[src/rtl/rng_pkg.sv]
// Shared constants and pairing-FSM encoding for the RNG post-processor.
package rng_pkg;

  localparam int unsigned BYTE_W         = 8;
  localparam int unsigned RCT_CUTOFF_DEF = 32;

  typedef enum logic {
    StWaitFirst  = 1'b0,
    StWaitSecond = 1'b1
  } pair_state_e;

endpackage

[src/rtl/rng_rct.sv]
// Repetition-count health test: sticky fail once a run of identical samples reaches RCT_CUTOFF.
module rng_rct
  import rng_pkg::*;
#(
  parameter int unsigned RCT_CUTOFF = RCT_CUTOFF_DEF
) (
  input  logic clk,
  input  logic rst,
  input  logic sample,
  input  logic valid,
  input  logic clear,
  output logic fail
);

  localparam logic [7:0] Cutoff = 8'(RCT_CUTOFF);

  logic [7:0] r_run;
  logic       r_last;
  logic       r_fail;
  logic [7:0] w_run_d;

  // A zero count means no sample seen since reset/clear, so the first one always starts a run.
  always_comb begin
    w_run_d = r_run;
    if (r_run == 8'd0 || sample != r_last) begin
      w_run_d = 8'd1;
    end else if (r_run < Cutoff) begin
      w_run_d = r_run + 8'd1;
    end
  end

  always_ff @(posedge clk) begin
    if (rst || clear) begin
      r_run  <= 8'd0;
      r_last <= 1'b0;
      r_fail <= 1'b0;
    end else if (valid) begin
      r_run  <= w_run_d;
      r_last <= sample;
      if (w_run_d == Cutoff) begin
        r_fail <= 1'b1;
      end
    end
  end

  assign fail = r_fail;

endmodule

[src/rtl/rng_postproc.sv]
// Von Neumann whitener with LSB-first byte packer, single-entry output slot and
// repetition-count health monitoring.
module rng_postproc
  import rng_pkg::*;
#(
  parameter int unsigned RCT_CUTOFF = RCT_CUTOFF_DEF
) (
  input  logic              clk,
  input  logic              rst,
  input  logic              sample_en,
  input  logic              bit_in,
  input  logic              clr_flags,
  output logic [BYTE_W-1:0] dout,
  output logic              dout_valid,
  input  logic              dout_ready,
  output logic              health_fail,
  output logic              overflow
);

  pair_state_e       r_state, w_state_d;
  logic              r_first, w_first_d;
  logic [BYTE_W-1:0] r_shift, w_shift_d;
  logic [2:0]        r_cnt, w_cnt_d;
  logic [BYTE_W-1:0] r_dout, w_dout_d;
  logic              r_valid, w_valid_d;
  logic              r_ovf, w_ovf_d;
  logic              w_fail;
  logic              w_take;
  logic              w_emit;
  logic              w_bit;
  logic              w_complete;
  logic [BYTE_W-1:0] w_byte;

  rng_rct #(
    .RCT_CUTOFF(RCT_CUTOFF)
  ) u_rct (
    .clk   (clk),
    .rst   (rst),
    .sample(bit_in),
    .valid (sample_en),
    .clear (clr_flags),
    .fail  (w_fail)
  );

  assign w_take = sample_en & ~clr_flags & ~w_fail;

  always_comb begin
    w_state_d  = r_state;
    w_first_d  = r_first;
    w_shift_d  = r_shift;
    w_cnt_d    = r_cnt;
    w_dout_d   = r_dout;
    w_valid_d  = r_valid;
    w_ovf_d    = r_ovf;
    w_emit     = 1'b0;
    w_bit      = 1'b0;
    w_complete = 1'b0;
    w_byte     = r_shift;

    if (w_take) begin
      unique case (r_state)
        StWaitFirst: begin
          w_first_d = bit_in;
          w_state_d = StWaitSecond;
        end
        StWaitSecond: begin
          w_state_d = StWaitFirst;
          if (r_first != bit_in) begin
            w_emit = 1'b1;
            w_bit  = r_first;
          end
        end
        default: w_state_d = StWaitFirst;
      endcase
    end

    if (w_emit) begin
      w_byte[r_cnt] = w_bit;
      w_shift_d     = w_byte;
      w_cnt_d       = r_cnt + 3'd1;
      w_complete    = (r_cnt == 3'd7);
    end

    if (dout_valid && dout_ready) begin
      w_valid_d = 1'b0;
    end

    if (w_complete) begin
      if (!dout_valid || dout_ready) begin
        w_dout_d  = w_byte;
        w_valid_d = 1'b1;
      end else begin
        w_ovf_d = 1'b1;
      end
    end

    // A failed health test flushes any partial or held data until cleared.
    if (w_fail || clr_flags) begin
      w_state_d = StWaitFirst;
      w_cnt_d   = 3'd0;
      w_shift_d = '0;
      w_valid_d = 1'b0;
    end
    if (clr_flags) begin
      w_ovf_d = 1'b0;
    end
  end

  always_ff @(posedge clk) begin
    if (rst) begin
      r_state <= StWaitFirst;
    end else begin
      r_state <= w_state_d;
    end
  end

  always_ff @(posedge clk) begin
    if (rst) begin
      r_first <= 1'b0;
      r_shift <= '0;
      r_cnt   <= 3'd0;
      r_dout  <= '0;
      r_valid <= 1'b0;
      r_ovf   <= 1'b0;
    end else begin
      r_first <= w_first_d;
      r_shift <= w_shift_d;
      r_cnt   <= w_cnt_d;
      r_dout  <= w_dout_d;
      r_valid <= w_valid_d;
      r_ovf   <= w_ovf_d;
    end
  end

  assign dout        = r_dout;
  assign dout_valid  = r_valid & ~w_fail;
  assign health_fail = w_fail;
  assign overflow    = r_ovf;

endmodule

[config.mk]
export PLATFORM = sky130hd
export DESIGN_NAME = rng_postproc
export DESIGN_NICKNAME = d
export VERILOG_FILES = /design/src/rtl/rng_pkg.sv /design/src/rtl/rng_rct.sv /design/src/rtl/rng_postproc.sv
export SDC_FILE = /design/constraint.sdc
export NUM_CORES = 1
export LEC_CHECK = 0
export ABC_CLOCK_PERIOD_IN_PS = 2660
export CAP_MARGIN = 40
export CORE_UTILIZATION = 50
export DETAILED_ROUTE_END_ITERATION = 12
export PLACE_DENSITY_LB_ADDON = 0.08
export SYNTH_ARGS = -nofsm -noshare
export SYNTH_HDL_FRONTEND = slang
export SYNTH_SLANG_ARGS = --single-unit
[constraint.sdc]
create_clock -name clk -period 2.66 [get_ports clk]
set_input_delay 0.399 -clock clk [delete_from_list [all_inputs] [get_ports clk]]
set_output_delay 0.399 -clock clk [all_outputs]
set_load 0.02 [all_outputs]
==> run_results.csv <==
group,metric,value,unit
routing,route.vias.total,1304,
floorplan,rows,19,
sta,tightest_slew,0.762,ns
clocking,cts_inserted_buffers,5,
sta,final.min_clock_period,2.03,ns
logic_synthesis,postSynthCellCount,174,
cells_and_area,final_common_cell,"dfxtp_1",
grt,antenna_found_initial,0,
floorplan,die_area,3340,um^2
logic_synthesis,synth_edf_count,0,
clocking,cts_hold_buf,0,
routing,routed_via_density,5.80,
routing,drc,2,
cells_and_area,n_fill_cell,269,
floorplan,initial_utilization,0.546,
clocking,post_cts_buffers,0,
grt,grt_overflow_total,0,
worst_setup_path,worstReg2RegStart,"u_rct.r_run[0]",
sta,finClkSkew,0.0131,ns
cells_and_area,layout-drive-gt1-share,0.0876,
sta,rsz0062_at_grt,"no",
logic_synthesis,syn_nets,185,
power_and_ir_drop,leakagePower,0.000664,uW
sta,hold_viol,0,
clocking,cts.clk_slew.worst_paths,0.10,ns
cells_and_area,diodes,0,
clocking,cts_max_level,2,
logic_synthesis,syn_area,1560,um^2
clocking,tritoncts,"done",
logic_synthesis,ys.flop_type,"dfxtp_1",
cells_and_area,syn2layout_area_growth,15.6,%
worst_setup_path,crit_required,2.93,ns
sta,setup_violations,0,
clocking,post_cts_resized,0,
worst_setup_path,critPathBufInv,0,
sta,fin_crit_sh,0.764,
floorplan,pin_count,17,
logic_synthesis,syn_avg_cell_area,8.95,um^2
routing,wl_per_cell,13.8,um
routing,drt_iter0_markers,54,
worst_setup_path,critPathLaunch,"u_rct.r_run[0]",
logic_synthesis,yosysUniqueCellTypes,40,
power_and_ir_drop,pwr_density_cell,456,nW/um^2
hold_path,hold_path.class,"flip-flop to flip-flop",
worst_setup_path,crit_type,"flip-flop to flip-flop",
hold_path,hold_start,"overflow",
power_and_ir_drop,p_total,820,uW
logic_synthesis,ys_seq_area_frac,0.424,
job,max_cap_violations,0,
clocking,ctsLongestPathBuffers,2,
logic_synthesis,synth-seq-cells,33,
routing,antenna_left,0,
place,hpwlAfterDp,2180,um
sta,max_slew_margin,0.485,
floorplan,coreArea,2850,um^2
worst_setup_path,end_kind,"flip-flop",
floorplan,fp.dieH,57.8,um
floorplan,die_w,57.8,um
worst_setup_path,start_kind,"flip-flop",
run_status,violations,"design-rule violations",
place,portBuffers,16,
clocking,clk_latency,0.33,ns
cells_and_area,final_net_count,204,
worst_setup_path,crit_family,"simple AND/OR/NAND/NOR gates",
sta,finalMaxSlewViolations,0,
power_and_ir_drop,vdd_drop_max,0.000322,V
grt,track_usage,0.209,
place,gp_congestion,0.870,
clocking,cts.sinks,33,
sta,finalSetupTns,0,ns
worst_setup_path,slowest_delay,0.63,ns
logic_synthesis,synth_top_area_share,0.424,
worst_setup_path,arrival,2.30,ns
routing,routed_wl,3100,um
sta,fmax,0.492,GHz
run_status,outcome,"finished, violations left",
grt,grt_pass1_wl,5290,um
worst_setup_path,critPathMaxFanout,7,
grt,grt_max_degree,17,
worst_setup_path,critPathSlowestCell,"nor4b_1",
routing,firstDrtPassIters,8,
logic_synthesis,synth_area_leaders,"dfxtp_1, nor2_1, mux2i_1",
cells_and_area,layout_common_cells,"dfxtp_1, nor2_1, clkdlybuf4s50_1",
grt,grt_pass1_vias,1164,
logic_synthesis,yosys.area.top_type,"dfxtp_1",
clocking,clock-root-buffer,"clkbuf_4",
worst_setup_path,path_cells,"ha_1 -> nor4b_1 -> nand3_1 -> or3_1 -> a31oi_1",
logic_synthesis,synth_warnings,0,
logic_synthesis,async_reset_ff_frac,0,
sta,hold_ws,0.479,ns
-- flip-flops by register name (all words and copies together) (netlist names) --
name,cells
dout,8
r_valid,1
overflow,1
u_rct.r_run,8
r_cnt,3
r_state,1
u_rct.r_last,1
u_rct.fail,1
r_first,1
r_shift,8
-- cells in the mapped netlist, types with 2 or more instances --
cell / count
dfxtp_1: 33
a21oi_1: 7
o21ai_0: 6
inv_1: 3
a211oi_1: 6
mux2i_1: 10
nor2b_1: 4
nor3_1: 3
nand2_1: 8
clkbuf_1: 7
ha_1: 5
nand3_1: 8
nor3b_1: 3
a32oi_1: 2
nand3b_1: 3
and2_1: 3
nand4_1: 2
a211oi_2: 2
a31oi_1: 2
nand4b_1: 2
nor2_1: 30
or3_1: 5
xnor2_1: 3
-- through the flow --
step	utilization	instance area, um^2	setup slack (ns)	instances
global route	0.631	1800	0.457	225
finish	0.631	1800	0.629	225
CTS	0.631	1800	0.656	225
detailed placement	0.613	1750	0.316	217
floorplan	-	1560	0.857	174
global placement	0.613	1750	0.366	217
-- per-layer routing --
layer  global-route usage  vias to the layer above  wire, um
li1                     -                      661         -
met1                0.297                      597      1590
met2                0.289                       42      1310
met3               0.0781                        4       170
met4               0.0782                        0        25
met5                    0                        -         0
-- worst reg2reg max path: stages, from the launching register on --
cell and delay [ns]:
dfxtp_1 0.46, ha_1 0.18, nor4b_1 0.63, nand3_1 0.21, or3_1 0.34, a31oi_1 0.15
-- logic make-up after synthesis --
logic type,Yosys count,synth area share
multiplexers,10,0.0643
XOR/XNOR,3,0.0169
AO/OA/AOI/OAI,31,0.135
flip-flops,33,0.424
buffers and inverters,11,0.0313
adder cells (fa/ha/maj),5,0.0402
AND/OR/NAND/NOR,81,0.288
-- cell type report --
type | count | area [um^2] | area share
Clock inverter | 2 | 10.0 | 0.00556
Multi-Input combinational cell | 130 | 848 | 0.471
Sequential cell | 33 | 661 | 0.367
Clock buffer | 6 | 41.3 | 0.0229
Timing Repair Buffer | 20 | 190 | 0.106
Inverter | 3 | 11.3 | 0.00625
Tap cell | 31 | 38.8 | 0.0215
-- path summary, 6_finish.rpt --
| kind | endpoint | slack, ns | depth (start not counted) |
|---|---|---|---|
| worst max register to register | u_rct.r_run[4] | 0.63 | 5 |
| worst max-delay path | u_rct.r_run[4] | 0.63 | 5 |
| worst min register to register | overflow | 0.48 | 2 |
| worst min-delay path | overflow | 0.48 | 2 |
-- report_power, final --
part | leakage [uW] | internal (uW) | switching [uW]
logic | 0.000366 | 23.0 | 33.0
registers | 0.000266 | 496 | 3.28
clock network | 0.0000320 | 101 | 164
total | 0.000664 | 620 | 200
No activity file was read; power rests on OpenSTA's default activity.
